$ cat src/rtl/bcd_scan_display.sv
// Binary -> BCD via sequential double dabble, shown on a multiplexed common-anode 7-segment bus.
// Optional feature: define LEADING_ZERO_BLANK_EN to blank zero digits above the most significant nonzero one.
module bcd_scan_display #(
  parameter int DIGITS  = 4,
  parameter int BIN_W   = 14,
  parameter int CLK_DIV = 50000
) (
  input  logic              clk,
  input  logic              rst_n,
  input  logic [BIN_W-1:0]  bin,
  input  logic              load,
  output logic              busy,
  output logic              done,
  output logic              ovf,
  output logic [6:0]        seg,
  output logic [DIGITS-1:0] an
);

  localparam int IDX_W = (DIGITS > 1) ? $clog2(DIGITS) : 1;
  localparam int DIV_W = (CLK_DIV > 1) ? $clog2(CLK_DIV) : 1;
  localparam int CNT_W = $clog2(BIN_W + 1);
  localparam int BCD_W = 4 * DIGITS;
  localparam int SH_W  = BCD_W + BIN_W;

  localparam logic [6:0] SEG_BLANK = 7'b1111111;
  localparam logic [6:0] SEG_DASH  = 7'b1111110;

  function automatic logic [63:0] pow10(input int n);
    logic [63:0] r;
    r = 64'd1;
    for (int i = 0; i < n; i++) r = r * 64'd10;
    return r;
  endfunction

  localparam logic [63:0] MAX_VAL = pow10(DIGITS) - 64'd1;

  function automatic logic [6:0] seg_code(input logic [3:0] d);
    case (d)
      4'd0:    seg_code = 7'b0000001;
      4'd1:    seg_code = 7'b1001111;
      4'd2:    seg_code = 7'b0010010;
      4'd3:    seg_code = 7'b0000110;
      4'd4:    seg_code = 7'b1001100;
      4'd5:    seg_code = 7'b0100100;
      4'd6:    seg_code = 7'b0100000;
      4'd7:    seg_code = 7'b0001111;
      4'd8:    seg_code = 7'b0000000;
      4'd9:    seg_code = 7'b0000100;
      default: seg_code = SEG_BLANK;
    endcase
  endfunction

  typedef enum logic [1:0] {IDLE, SHIFT, COMMIT} state_t;

  state_t             state_q;
  logic [SH_W-1:0]    sh_q;
  logic [SH_W-1:0]    sh_d;
  logic [CNT_W-1:0]   cnt_q;
  logic               ovf_pend_q;
  logic               busy_q, done_q, ovf_q;
  logic [BCD_W-1:0]   store_q;

  logic [DIV_W-1:0]   div_q, div_d;
  logic [IDX_W-1:0]   idx_q, idx_d;
  logic [6:0]         seg_q, seg_d;
  logic [DIGITS-1:0]  an_q, an_d;
  logic [3:0]         digit;

  // One double-dabble step: adjust BCD nibbles, then shift the whole register left.
  always_comb begin
    sh_d = sh_q;
    for (int i = 0; i < DIGITS; i++) begin
      if (sh_d[BIN_W + 4*i +: 4] >= 4'd5)
        sh_d[BIN_W + 4*i +: 4] = sh_d[BIN_W + 4*i +: 4] + 4'd3;
    end
    sh_d = {sh_d[SH_W-2:0], 1'b0};
  end

  always_ff @(posedge clk or negedge rst_n) begin
    if (!rst_n) begin
      state_q    <= IDLE;
      sh_q       <= '0;
      cnt_q      <= '0;
      ovf_pend_q <= 1'b0;
      busy_q     <= 1'b0;
      done_q     <= 1'b0;
      ovf_q      <= 1'b0;
      store_q    <= '0;
    end else begin
      done_q <= 1'b0;
      case (state_q)
        IDLE: begin
          if (load) begin
            sh_q       <= {{BCD_W{1'b0}}, bin};
            cnt_q      <= '0;
            ovf_pend_q <= (64'(bin) > MAX_VAL);
            busy_q     <= 1'b1;
            state_q    <= SHIFT;
          end
        end
        SHIFT: begin
          sh_q  <= sh_d;
          cnt_q <= cnt_q + CNT_W'(1);
          if (cnt_q == CNT_W'(BIN_W - 1)) state_q <= COMMIT;
        end
        COMMIT: begin
          store_q <= sh_q[SH_W-1 -: BCD_W];
          ovf_q   <= ovf_pend_q;
          busy_q  <= 1'b0;
          done_q  <= 1'b1;
          state_q <= IDLE;
        end
        default: state_q <= IDLE;
      endcase
    end
  end

`ifdef LEADING_ZERO_BLANK_EN
  logic [DIGITS-1:0] keep;

  // A digit is kept if it or any more significant digit is nonzero; digit 0 always kept.
  always_comb begin
    logic seen;
    seen = 1'b0;
    keep = '0;
    for (int i = DIGITS - 1; i >= 0; i--) begin
      seen    = seen | (store_q[4*i +: 4] != 4'd0);
      keep[i] = seen | (i == 0);
    end
  end
`endif

  always_comb begin
    div_d = div_q + DIV_W'(1);
    idx_d = idx_q;
    if (div_q == DIV_W'(CLK_DIV - 1)) begin
      div_d = '0;
      idx_d = (idx_q == IDX_W'(DIGITS - 1)) ? '0 : idx_q + IDX_W'(1);
    end

    an_d        = '1;
    an_d[idx_q] = 1'b0;

    digit = store_q[{idx_q, 2'b00} +: 4];
    if (ovf_q) seg_d = SEG_DASH;
`ifdef LEADING_ZERO_BLANK_EN
    else if (!keep[idx_q]) seg_d = SEG_BLANK;
`endif
    else seg_d = seg_code(digit);
  end

  always_ff @(posedge clk or negedge rst_n) begin
    if (!rst_n) begin
      div_q <= '0;
      idx_q <= '0;
      seg_q <= SEG_BLANK;
      an_q  <= '1;
    end else begin
      div_q <= div_d;
      idx_q <= idx_d;
      seg_q <= seg_d;
      an_q  <= an_d;
    end
  end

  assign busy = busy_q;
  assign done = done_q;
  assign ovf  = ovf_q;
  assign seg  = seg_q;
  assign an   = an_q;

endmodule

$ cat config.mk
export PLATFORM = sky130hd
export DESIGN_NAME = bcd_scan_display
export DESIGN_NICKNAME = d
export VERILOG_FILES = /design/src/rtl/bcd_scan_display.sv
export SDC_FILE = /design/constraint.sdc
export NUM_CORES = 1
export LEC_CHECK = 0
export ABC_AREA = 1
export CAP_MARGIN = 30
export CORE_MARGIN = 2
export CORE_UTILIZATION = 68
export DETAILED_ROUTE_END_ITERATION = 16
export DONT_BUFFER_PORTS = 1
export PLACE_DENSITY = 0.89
export SKIP_LAST_GASP = 1
export SYNTH_ARGS = -nofsm -noshare
export SYNTH_HDL_FRONTEND = slang
export SYNTH_SLANG_ARGS = --single-unit
export TNS_END_PERCENT = 10
$ cat constraint.sdc
create_clock -name clk -period 2.7 [get_ports clk]
set_input_delay 0.54 -clock clk [delete_from_list [all_inputs] [get_ports clk]]
set_output_delay 0.54 -clock clk [all_outputs]
set_load 0.01 [all_outputs]
==> impl_results.md, run 1 <==
* Worst Path Class, Setup: flop to flop
* Top routing layer used: met4
* First-pass GRT wire length at 14700 um
* M1 WL at between 3000 and 4000 um
* Clk Latency, worst-skew pair at 0.36 ns
* Count of different cell masters after synthesis at 31
* Yosys top cell by area: dfrtp_1
* Worst VDD drop at just over 0.7 mV
* YS warnings at 0
* Vias at 3294
* Fmax at around 0.49 GHz
* Clock sinks at 85
* Core Region at 5960 um^2
* Critical-path cell list: inv_2 > nor2_4 > inv_2 > nand2_2 > inv_2 > a22o_1
* Routed length on met2 at 4140 um
* Net Sw Frac at 38.6%
* Port-buffer cells at 0
* Nets at 522
* Power per Cell Area at 1060 nW/um^2
* IO Pins at 31
* Number of synthesized register bits at 85
* Cell with the most instances after synthesis: nand2_1
* Top cells by count, synth: 95 x nand2_1, 74 x dfrtp_1, 63 x inv_1
* Final Hold Vio Count at 0
* Post-Syn Area at around 4200 um^2
* Peak fanout along the critical path at 22
* Unrepaired setup endpoints after global routing: false
* Slowest Stage Delay on Critical Path at 0.41 ns
* Area growth from synthesis to layout at 6.50%
* CTS H-tree lvls at 3
* Die H at 82.9 um
* Slew margin rel. at 66.5%
* Initial antenna violation count at 0
* Die width at 82.9 um
* EDFF count, synth at 0
* Met3 WL at between 500 and 600 um
* DRC at 0
* Total Die Area at 6870 um^2
* Largest net degree at the start of global routing at 75
* Worst-Margin Slew at 0.503 ns
* Grt total ovfl at 0
* Sw power at about 1.8 mW
* Min cycle time layout at 2.03 ns
* # setup viols final at 0
* Vias/cell at 5.85
* Layout cells sized above 1 at between 10% and 20%
* Routed wire length at 8570 um
* DRT Pass-1 Iters at 5
* Outcome: finished clean
* Critical Path End Type: flop
* CTS clock-pin slew for the worst setup and hold paths at around 0.080 ns
* Routed Antenna Nets at 0
* Worst-case clock buffer depth at 2
* Post-synth ARST share at 100%
* Pint at 2.93 mW
* Synth top area share at 43.7%
* Mean Syn Cell Area at 8.80 um^2
* # Max-Cap Violations at 0
* Top post-synthesis cells by area: dfrtp_1 44%, nand2_1 8.4%, dfstp_2 6.8%
* Setup_tns at 0 ns
* Leak at 2.25 nW
* Vias in the first global route at around 3.3k
* CTS tree: yes
* Post-Syn Instances at ~480
* Startpoint types: flop
* Gate power share at between 30% and 40%
* Num CTS Buffers at 9
* Register area share after synthesis at between 50 and 60%
* Final non-filler cell total at around 560
* Reg2Reg Setup Slack at 0.67 ns
* Ys flop type: dfrtp_1
* Worst EP arrival at 2.28 ns
* Gpl congestion at around 0.9
* Total GRT Usage at 26.4%
* FP Rows at 28
* Post-Syn Nets at 520
* Final Cycle Share at 75.0%
* ANT cells at 0
* Worst Clk Skew at 0.00905 ns
* Clk pwr share at 21.2%
* Starting Density at a little under three quarters
* Flop pwr share at 42.3%
* Clk Tree Root Cell: clkbuf_8
* Final count of pins violating max slew at 0
* Cell mode on critical path: inv_2
* Hold Crit Class: input pin to async pin
* Required @ worst endpoint at 2.95 ns
* Final HPWL DP at roughly 5700 um
* WL/cell at approximately 15 um
* Slowest cell on crit path: dfrtp_1
* Cell count after placement at 545
* Initial drt markers at 275
-- critical path, delay by kind of cell (launching register included) --
family                 cells  cell delay (ns)
flip-flops                 1             0.41
AO/OA/AOI/OAI              1             0.23
AND/OR/NAND/NOR            2             0.69
buffers and inverters      3             0.58
-- cells in the final DEF, fill, tap and decap left out, types with 2 or more instances in the layout --
master,netlist,layout
a21oi_1,13,13
a21oi_2,10,10
bufinv_16,0,2
clkbuf_1,2,2
clkbuf_8,0,11
dfrtp_1,74,74
dfstp_2,11,11
ha_1,22,22
inv_1,63,63
inv_2,7,7
nand2_1,95,95
nand2_2,4,4
nand3_1,39,39
nand3_4,2,2
nand3b_1,2,2
nand4_1,3,3
nor2_1,41,41
nor2_4,2,2
nor3_1,4,4
o21ai_0,25,25
o21ai_1,21,21
o22ai_1,15,15
o22ai_2,2,2
xor2_1,8,8
-- cells by family (layout without fill, tap and decap cells) --
| group | count (synthesis) | count (layout) | synth area share [%] |
|---|---|---|---|
| AOI/OAI and AO/OA | 89 | 89 | 12.4 |
| DFF | 85 | 85 | 50.6 |
| xor gates and xnor gates | 8 | 8 | 1.65 |
| adders and majority gates | 22 | 22 | 6.50 |
| and+or+nand+nor | 195 | 195 | 20.5 |
| buffers and inverters | 82 | 89 | 8.33 |
-- power by group through the flow --
stage | clock network, mW | registers, mW | logic (mW)
6_report | 1.01 | 2.02 | 1.74
5_1_grt | 1.08 | 2.07 | 2.00
2_1_floorplan | 0 | 1.96 | 1.43
4_1_cts | 1.02 | 2.01 | 1.73
3_3_place_gp | 0 | 2.01 | 1.57
3_5_place_dp | 0 | 2.03 | 1.69
-- through the flow --
step                      setup WS (ns)  instance area, um^2  hold WS, ns  utilization (%)  power [mW]
after detailed placement          0.719                 4240        0.246             71.3        3.72
final                             0.675                 4510       0.0486             75.7        4.78
after floorplan                    1.24                 4230        0.244                -        3.39
after CTS                         0.716                 4500      0.00786             75.5        4.77
after global routing              0.554                 4510       0.0670             75.7        5.15
after global placement            0.766                 4240        0.247             71.3        3.58
-- metal layers --
| layer | track usage, % | vias to the layer above |
|---|---|---|
| met4 | 10.4 | 0 |
| li1 | - | 1567 |
| met5 | 0 | - |
| met1 | 33.5 | 1590 |
| met2 | 42.5 | 115 |
| met3 | 8.05 | 22 |
-- worst paths after layout --
path,cells past startpoint,endpoint,startpoint
worst max-delay path,6,sh_q[0],state_q[0]
worst min-delay path,1,div_q[5],rst_n
worst max register to register,6,sh_q[0],state_q[0]
worst min register to register,1,div_q[0],div_q[0]
max in group asynchronous,1,seg[6],rst_n
min in group clk,1,sh_q[0],bin[0]
-- sequential cells by signal, indices dropped and copies added (netlist names) --
signal and count:
store_q 16, cnt_q 4, div_q 16, ovf 1, state_q 2, busy 1, done 1, idx_q 2
ovf_pend_q 1, an 4, sh_q 30, seg 7
-- what timing repair did --
action,4_1_cts,5_1_grt
hold buffers,1,1
setup buffers,0,0
endpoints found under the hold margin,74,11
gates resized for setup,0,0
-- area by class of cell --
type	count	area [um^2]
multi-input combinational	314	1740
clock inverter	3	68.8
timing repair buffer	2	37.5
tap	75	93.8
clock buffer	13	159
sequential	85	2140
fill	378	1450
inverter	71	269
Note: power is estimated with default switching activity, not from simulation.
==> inputs of run 2 (changes only) <==
--- a/config.mk
+++ b/config.mk
@@ -8,10 +8,10 @@
 export ABC_AREA = 1
 export CAP_MARGIN = 30
 export CORE_MARGIN = 2
-export CORE_UTILIZATION = 68
+export CORE_UTILIZATION = 63
 export DETAILED_ROUTE_END_ITERATION = 16
 export DONT_BUFFER_PORTS = 1
-export PLACE_DENSITY = 0.89
+export PLACE_DENSITY = 0.84
 export SKIP_LAST_GASP = 1
 export SYNTH_ARGS = -nofsm -noshare
 export SYNTH_HDL_FRONTEND = slang
==> constraint.sdc (replaced) <==
create_clock -name clk -period 2.1 [get_ports clk]
set_input_delay 0.42 -clock clk [delete_from_list [all_inputs] [get_ports clk]]
set_output_delay 0.42 -clock clk [all_outputs]
set_load 0.01 [all_outputs]
==> impl_results.md, run 2 (synthesis gave the netlist of run 1 again) <==
* Worst Path Class, Setup: flop to flop
* Final Cycle Share at 86.1%
* WHS at -0.256 ns
* Unrepaired setup endpoints after global routing: false
* DRC at 0
* WL/cell at 13.5 um
* Largest net degree at the start of global routing at 86
* Startpoint types: flop
* Worst VDD drop at 0.901 mV
* Vias in the first global route at 3086
* ANT cells at 0
* Clock sinks at 85
* Slew margin rel. at 67.2%
* Most frequent cells in the layout: 95 x nand2_1, 74 x dfrtp_1, 63 x inv_1, 41 x nor2_1, 39 x nand3_1
* Clk Tree Root Cell: clkbuf_8
* Violated checks: hold timing
* Port-buffer cells at 0
* DRT Pass-1 Iters at 4
* Worst-case clock buffer depth at 2
* Required @ worst endpoint at 2.39 ns
* Sw power at 2.31 mW
* Leak at about 2.2 nW
* Area of the multi-input gates at 1740 um^2
* Clk Latency, worst-skew pair at 0.36 ns
* Final Hold Vio Count at 85
* Die H at 86.0 um
* Total GRT Usage at 23.1%
* CTS clock-pin slew for the worst setup and hold paths at 0.09 ns
* Vias/cell at 5.54
* Sequential cell area at 2140 um^2
* Clk pwr share at between 10% and 20%
* IO Pins at 31
* CTS H-tree lvls at 3
* Most common cell after layout, fill and taps aside: nand2_1
* Setup_tns at 0 ns
* Power per Cell Area at 1320 nW/um^2
* Largest register FFs at 30
* CTS tree: yes
* Routed wire length at 7620 um
* Routed Antenna Nets at 0
* Critical-path cell list: inv_4 > nand2_1 > nand3_1 > nand2_1 > inv_1 > ha_1 > nand3b_1 > nand3_1 > nand3_1
* # Max-Cap Violations at 0
* Top reg by flops: sh_q
* Cell mode on critical path: nand3_1
* Nets at 523
* Largest registers: sh_q: 30 flops, div_q: 16 flops, store_q: 16 flops
* Fill cells at 503
* First-pass GRT wire length at between 10000 and 15000 um
* FP Rows at 29
* Starting Density at between 60% and 70%
* Core Region at 6420 um^2
* Final HPWL DP at approximately 5300 um
* Flop pwr share at approximately 44%
* Slowest Stage Delay on Critical Path at around 0.60 ns
* Initial drt markers at approximately 240
* Critical Path End Type: flop
* Total power at 5.92 mW
* Min cycle time layout at about 1.8 ns
* Die width at 86.0 um
* Layout cells sized above 1 at around an eighth
* Net Sw Frac at 38.9%
* Pint at 3.62 mW
* Worst Clk Skew at 0.0130 ns
* Num CTS Buffers at 9
* Post-CTS Setup Bufs at 0
* Vias at roughly 3.1k
* Slowest cell on crit path: dfrtp_1
* Final count of pins violating max slew at 0
* Area growth from synthesis to layout at 5.59%
* Fmax at about 0.55 GHz
* Initial antenna violation count at 0
* Grt total ovfl at 0
* Gate power share at 36.4%
* Outcome: complete, but fails checks
* Gpl congestion at roughly 0.90
* Hold Crit Class: input pin to async pin
* Worst-Margin Slew at roughly 0.49 ns
* Peak fanout along the critical path at 12
* # setup viols final at 0
* Post_cts resized at 0
* Worst EP arrival at 2.10 ns
* Total Die Area at 7390 um^2
[run 2: final cells by class]
cell class | instances | area share (%)
multi-input combinational | 314 | 38.9
clock inverter | 6 | 1.65
tap | 77 | 2.16
inverter | 71 | 6.02
sequential | 85 | 47.9
timing repair buffer | 3 | 0.504
clock buffer | 10 | 2.85
[run 2: worst max-delay path: cells and delay by family, from the launching register on]
| kind | cells | cell delay (ns) |
|---|---|---|
| AND/OR/NAND/NOR | 6 | 0.69 |
| buffers and inverters | 2 | 0.25 |
| adder cells (fa/ha/maj) | 1 | 0.19 |
| flip-flops | 1 | 0.60 |
[run 2: path summary, 6_finish.rpt]
kind	startpoint	end	slack (ns)	cells past startpoint
worst max-delay path	idx_q[0]	seg[1]	0.29	9
worst min-delay path	rst_n	div_q[12]	-0.26	0
min in group clk	bin[13]	ovf_pend_q	0.18	2
worst min register to register	div_q[0]	div_q[0]	0.47	1
max in group asynchronous	rst_n	seg[0]	2.17	0
worst max register to register	idx_q[0]	seg[1]	0.29	9
[run 2: stage by stage]
step	hold slack (ns)	instance area [um^2]	std cells	util (%)	worst slack (ns)
floorplan	0.124	4230	481	-	0.644
global placement	0.127	4270	550	66.5	0.471
detailed placement	0.127	4270	550	66.5	0.308
CTS	-0.270	4470	566	69.6	0.289
global route	-0.272	4470	566	69.6	0.0977
finish	-0.256	4470	566	69.6	0.292
[run 2: layer usage]
metal  routed length (um)  up-vias  global-route usage (%)
met5                    0        -                       0
met4                   95        0                    8.08
met1                 3560     1510                    29.9
met3                  259        9                    5.00
met2                 3710       56                    38.4
li1                     -     1558                       -
[run 2: power groups by stage]
stage / logic [mW] / clock network [mW] / registers, mW
after floorplan: 1.84 / 0 / 2.52
after global placement: 2.05 / 0 / 2.59
after detailed placement: 2.15 / 0 / 2.61
after CTS: 2.16 / 1.19 / 2.58
after global routing: 2.51 / 1.26 / 2.65
final: 2.16 / 1.18 / 2.59
